### src/rtl/count_seq_checker_sat_counter.sv
// Saturating event counter with a synchronous clear.
// Clear takes priority over a same-cycle increment.
module sat_counter #(
   parameter int N = 8
) (
   input  logic         clk,
   input  logic         reset_n,
   input  logic         clr,
   input  logic         inc,
   output logic [N-1:0] q
);

   localparam logic [N-1:0] MAX_VAL = {N{1'b1}};

   logic [N-1:0] q_r;

   // count register: reset, then clear, then saturating increment
   always_ff @(posedge clk) begin
      if (!reset_n) begin
         q_r <= {N{1'b0}};
      end else if (clr) begin
         q_r <= {N{1'b0}};
      end else if (inc && (q_r != MAX_VAL)) begin
         q_r <= q_r + {{(N-1){1'b0}}, 1'b1};
      end else begin
         q_r <= q_r;
      end
   end

   assign q = q_r;

endmodule

### config.mk
export PLATFORM = sky130hd
export DESIGN_NAME = sat_counter
export DESIGN_NICKNAME = d
export VERILOG_FILES = /design/src/rtl/count_seq_checker_sat_counter.sv
export SDC_FILE = /design/constraint.sdc
export NUM_CORES = 1
export LEC_CHECK = 0
export CORE_AREA = 2 2 39 41
export DETAILED_ROUTE_END_ITERATION = 6
export DIE_AREA = 0 0 41 43
export HOLD_SLACK_MARGIN = 0.1
export PLACE_DENSITY = 0.67
export SLEW_MARGIN = 20
export SYNTH_ARGS = -nofsm -noshare
export SYNTH_HDL_FRONTEND = slang
export SYNTH_SLANG_ARGS = --single-unit
### constraint.sdc
create_clock -name clk -period 1.5 [get_ports clk]
set_input_delay 0.225 -clock clk [delete_from_list [all_inputs] [get_ports clk]]
set_output_delay 0.225 -clock clk [all_outputs]
set_load 0.02 [all_outputs]
==> results.sh, run 1 <==
export IMPL_status="complete, no violations"
export IMPL_crit_type="reg2out"
export IMPL_die_width_um=41
export IMPL_tritoncts="yes"
export IMPL_synthesis_instances=46
export IMPL_synth_top_area_cell="dfxtp_1"
export IMPL_clock_skew_ns=0.005706
export IMPL_largest_reg_flops=8
export IMPL_cts_sinks=8
export IMPL_path_delay_family="buffers and inverters"
export IMPL_grt_pass1_vias=326
export IMPL_num_vias=394
export IMPL_stdcell_area_um2=593.1
export IMPL_die_h_um=43
export IMPL_critical_path_endpoint_type="output port"
export IMPL_dieArea_um2=1763
export IMPL_hold_path_class="reg2reg"
export IMPL_place_area_um2=574.3
export IMPL_area_delta_synth_final_pct=40.65
export IMPL_synth_avg_cell_area_um2=9.166
export IMPL_synth_xor_area_share_pct=0
export IMPL_post_route_period_util_pct=95.56
export IMPL_synth_compound_area_share_pct=18.99
export IMPL_synth_area_mux_share_pct=7.122
export IMPL_clk_latency_ns=0.26
export IMPL_cts_root_buf="clkbuf_4"
export IMPL_finalHoldViolations=0
export IMPL_synth_seq_area_share_pct=37.98
export IMPL_fill_cells=148
export IMPL_place_gp_congestion=0.7239
export IMPL_synth_nets=51
export IMPL_layout_common_cells="8 x dfxtp_1, 5 x a21oi_1, 5 x nand2_1, 5 x clkdlybuf4s50_1, 5 x dlygate4sd2_1"
export IMPL_rrSetupSlack_ns=0.14
export IMPL_vias_per_cell=4.987
export IMPL_htreeDepth=1
export IMPL_clk_pin_slew_ns=0.06
export IMPL_cts_hold_buf=0
export IMPL_setup_viol=0
export IMPL_tightest_slew_ns=0.2217
export IMPL_core_region_area_um2=1384
export IMPL_path_cells="clkdlybuf4s50_1"
export IMPL_clock_fmax_ghz=0.6976
export IMPL_dpl_hpwl_um=700.3
export IMPL_start_util_pct=30.47
export IMPL_antenna_left=0
export IMPL_critPathSlowestCell="clkdlybuf4s50_1"
export IMPL_setup_tns_ns=0
export IMPL_synth_area_leaders="dfxtp_1 38%, and4_1 8.3%, mux2i_1 7.1%"
export IMPL_layout_drive_gt1_share_pct=15.87
export IMPL_yosys_area_top_type_share_pct=37.98
export IMPL_leakage_nw=0.2647
export IMPL_worstPathMaxFanout=2
export IMPL_drc=0
export IMPL_grt_max_degree=9
export IMPL_rsz0062_at_grt="false"
export IMPL_final_common_cell="dfxtp_1"
export IMPL_slowest_delay_ns=0.61
export IMPL_cp_arrival_ns=1.21
export IMPL_first_pass_iters=3
export IMPL_cap_violations=0
export IMPL_slew_violations=0
export IMPL_ys_warn_count=0
export IMPL_finalCriticalPeriod_ns=1.433
export IMPL_synth_area_um2=421.7
export IMPL_grt_usage_pct=12.29
export IMPL_rows=14
export IMPL_slew_headroom_pct=85.17
export IMPL_synthAdderAreaFrac_pct=2.967
export IMPL_avgRoutedWirePerCell_um=12.06
export IMPL_fin_util_pct=42.86
export IMPL_antenna_found_initial=0
export IMPL_cellPowerDensity_nw_per_um2=704.0
export IMPL_n_antenna_cell=0
export IMPL_crit_buf_inv=1
export IMPL_boundaryPins=12
export IMPL_clock_path_buffers=2
export IMPL_synth_seq_cells=8
export IMPL_vdd_drop_max_mv=0.4296
export IMPL_cts_buffers=3
export IMPL_drt_iter0_drc=10
export IMPL_ys_types=19
export IMPL_grt_pass1_wl_mm=1.421
export IMPL_required_ns=1.27
export IMPL_portBuffers=11
export IMPL_wl_um=953
export IMPL_synthSimpleGateAreaFrac_pct=32.94
export IMPL_nets=70
export IMPL_gr_total_overflow=0
export IMPL_synth_top_family_by_area="simple AND/OR/NAND/NOR gates"
export IMPL_startpoint_type="flop"
cell usage after synthesis (all sizes together):
master  number
dfxtp        8
a21oi        5
and4         5
nand2        5
nor2b        4
mux2i        3
nand2b       3
a31oi        2
nor3         2
o21ai        2
a211oi       1
a21boi       1
a311oi       1
and3         1
ha           1
nand3        1
nand4        1
area by class of cell:
| class | count | area [µm²] | share of cell area, % |
|---|---|---|---|
| Multi-Input combinational cell | 38 | 261.5 | 44.09 |
| Clock buffer | 3 | 22.52 | 3.797 |
| Tap cell | 16 | 20.02 | 3.376 |
| Sequential cell | 8 | 160.2 | 27.00 |
| Timing Repair Buffer | 14 | 128.9 | 21.73 |
per-stage QoR:
| stage | total power, W | std cells | hold slack (ns) | worst slack (ns) |
|---|---|---|---|---|
| final | 0.0004175 | 79 | 0.5120 | 0.06654 |
| after detailed placement | 0.0002529 | 76 | 0.5170 | 0.02039 |
| after global routing | 0.0004362 | 79 | 0.5501 | 0.03833 |
| after CTS | 0.0004266 | 79 | 0.5230 | 0.01281 |
| after global placement | 0.0002524 | 76 | 0.4965 | 0.09066 |
| after floorplan | 0.0002348 | 46 | 0.4079 | 0.1651 |
routing by layer:
| layer | global-route usage [%] | wire, µm |
|---|---|---|
| met2 | 16.25 | 414 |
| met4 | 4.000 | 6 |
| met3 | 6.283 | 52 |
| met1 | 16.88 | 479 |
| met5 | 0 | 0 |
power breakdown:
group	switching, W	internal, W
combinational	0.0000136	0.0000164
sequential	0.00000248	0.000214
clock	0.0000788	0.0000920
worst reg2reg max path: stages (launching register included):
cell and delay (ns):
dfxtp_1 0.35, ha_1 0.25, and4_4 0.23, a211oi_2 0.23
mux2i_1 0.22
path summary, 6_finish.rpt:
| path | from | endpoint | cells past startpoint |
|---|---|---|---|
| max | q[3]$_SDFFE_PP0P_ | q[3] | 1 |
| min | q[1]$_SDFFE_PP0P_ | q[1]$_SDFFE_PP0P_ | 2 |
| max reg2reg | q[0]$_SDFFE_PP0P_ | q[5]$_SDFFE_PP0P_ | 4 |
| min reg2reg | q[1]$_SDFFE_PP0P_ | q[1]$_SDFFE_PP0P_ | 2 |
timing repair:
action / 4_1_cts / 5_1_grt
buffers inserted: 0 / 0
endpoints found under the setup margin: 5 / 1
gates resized for setup: 5 / 1
cell families (layout without fill, tap and decap cells):
| kind of cell | after synthesis | in the layout |
|---|---|---|
| AO/OA/AOI/OAI | 12 | 12 |
| buffers and inverters | 0 | 17 |
| AND/OR/NAND/NOR | 22 | 22 |
| flip-flops | 8 | 8 |
| multiplexers | 3 | 3 |
| adder cells (fa/ha/maj) | 1 | 1 |
Power figures use the tool's default switching activity.
==> run 2, diff against run 1 <==
RECOVER_POWER = 100   (was default)
==> run 2 against run 1 <==
  * Clock skew is essentially flat
  * Core utilization down 0.81 points
  * Design area down 1.9%
  * Largest power group unchanged
  * Wire length grew 0.52%
  * Critical path depth unchanged
  * Worst hold slack lost 0.0014 ns
  * Global-route usage stayed put
  * Setup slack about the same
  * Clock power is essentially flat
  * Total power about the same
  * Flip-flop and latch count stayed put
  * Sequential share of layout area is 0.52 points higher
==> results.sh, run 2 (same netlist as run 1, synthesis figures left out) <==
export IMPL_status="complete, no violations"
export IMPL_hp_start="q[1]$_SDFFE_PP0P_"
export IMPL_cts_hold_buf=0
export IMPL_antenna_found_initial=0
export IMPL_startpoint_type="flop"
export IMPL_wl_um=958
export IMPL_rows=14
export IMPL_tightest_slew_ns=0.2477
export IMPL_grt_pass1_wl_mm=1.421
export IMPL_drt_iter0_drc=11
export IMPL_tritoncts="yes"
export IMPL_place_gp_congestion=0.7239
export IMPL_slew_violations=0
export IMPL_finalHoldViolations=0
export IMPL_setup_tns_ns=0
export IMPL_area_delta_synth_final_pct=37.98
export IMPL_nets=70
export IMPL_boundaryPins=12
export IMPL_finalCriticalPeriod_ns=1.434
export IMPL_pre_cts_ws_ns=0.02039
export IMPL_clock_skew_ns=0.005747
export IMPL_gr_total_overflow=0
export IMPL_critical_path_endpoint_type="output port"
export IMPL_crit_path_start="q[3]$_SDFFE_PP0P_"
export IMPL_cts_root_buf="clkbuf_4"
export IMPL_crit_type="reg2out"
export IMPL_die_width_um=41
export IMPL_required_ns=1.27
export IMPL_vias_per_cell=4.987
export IMPL_dp_cells=76
export IMPL_grt_max_degree=9
export IMPL_clk_latency_ns=0.26
export IMPL_clock_fmax_ghz=0.6975
export IMPL_hold_path_class="reg2reg"
export IMPL_first_pass_iters=3
export IMPL_dpl_hpwl_um=700.3
export IMPL_post_route_period_util_pct=95.58
export IMPL_final_common_cell="dfxtp_1"
export IMPL_avgRoutedWirePerCell_um=12.13
export IMPL_setup_ws_ns=0.06635
export IMPL_clk_pin_slew_ns=0.06
export IMPL_drc=0
export IMPL_leakage_nw=0.2430
export IMPL_crit_buf_inv=1
export IMPL_portBuffers=11
export IMPL_post_cts_setup_buffer_count=0
export IMPL_largest_reg_flops=8
export IMPL_critPathSlowestCell="clkdlybuf4s50_1"
export IMPL_cap_violations=0
export IMPL_antenna_left=0
export IMPL_dieArea_um2=1763
export IMPL_grt_usage_pct=12.29
export IMPL_worstPathMaxFanout=2
export IMPL_cp_arrival_ns=1.21
export IMPL_r2r_start="q[0]$_SDFFE_PP0P_"
export IMPL_die_h_um=43
export IMPL_cts_buffers=3
export IMPL_slew_headroom_pct=83.56
export IMPL_vdd_drop_max_mv=0.4298
export IMPL_layout_drive_gt1_share_pct=14.29
export IMPL_n_antenna_cell=0
export IMPL_start_util_pct=30.47
export IMPL_num_vias=394
export IMPL_slowest_delay_ns=0.61
export IMPL_setup_viol=0
export IMPL_instances_no_fill=79
export IMPL_ctsResizeCount=5
export IMPL_clock_path_buffers=2
export IMPL_rsz0062_at_grt="false"
export IMPL_cellPowerDensity_nw_per_um2=717.9
export IMPL_cts_sinks=8
export IMPL_core_region_area_um2=1384
export IMPL_path_delay_family="buffers and inverters"
export IMPL_path_cells="clkdlybuf4s50_1"
export IMPL_grt_pass1_vias=326
export IMPL_htreeDepth=1
[run 2: worst paths after layout]
kind,to,cells after the start,slack (ns)
hold reg to reg,q[1]$_SDFFE_PP0P_,2,0.51
hold / removal,q[1]$_SDFFE_PP0P_,2,0.51
setup reg to reg,q[5]$_SDFFE_PP0P_,4,0.08
setup / recovery,q[3],1,0.07
[run 2: stage by stage]
stage	util (%)	cell area [µm²]	hold slack (ns)	power, W
final	42.04	581.8	0.5106	0.0004177
after global routing	42.04	581.8	0.5501	0.0004361
after floorplan	-	421.7	0.4079	0.0002348
after detailed placement	41.50	574.3	0.5170	0.0002529
after CTS	42.68	590.6	0.5230	0.0004266
after global placement	41.50	574.3	0.4965	0.0002524
[run 2: final cells by class]
type	instances	area, µm²
fill	152	802.0
multi-input combinational	38	259.0
sequential	8	160.2
timing repair buffer	14	120.1
clock buffer	3	22.52
tap	16	20.02
[run 2: layer usage]
metal | global-route usage, % | wire length [µm] | vias to the layer above
met5 | 0 | 0 | -
met4 | 4.000 | 6 | 0
met3 | 6.283 | 53 | 2
met2 | 16.25 | 402 | 8
met1 | 16.88 | 495 | 173
li1 | - | - | 211
[run 2: report_power, final]
part / internal (W) / total (W) / switching (W)
sequential: 0.000214 / 0.000217 / 0.00000245
combinational: 0.0000164 / 0.0000300 / 0.0000136
clock: 0.0000920 / 0.000171 / 0.0000789
==> run 3, diff against run 2 <==
ABC_AREA = 0   (was default)
==> results of run 3 <==
No change in the layout: final DEF, timing and power equal those of run 2.
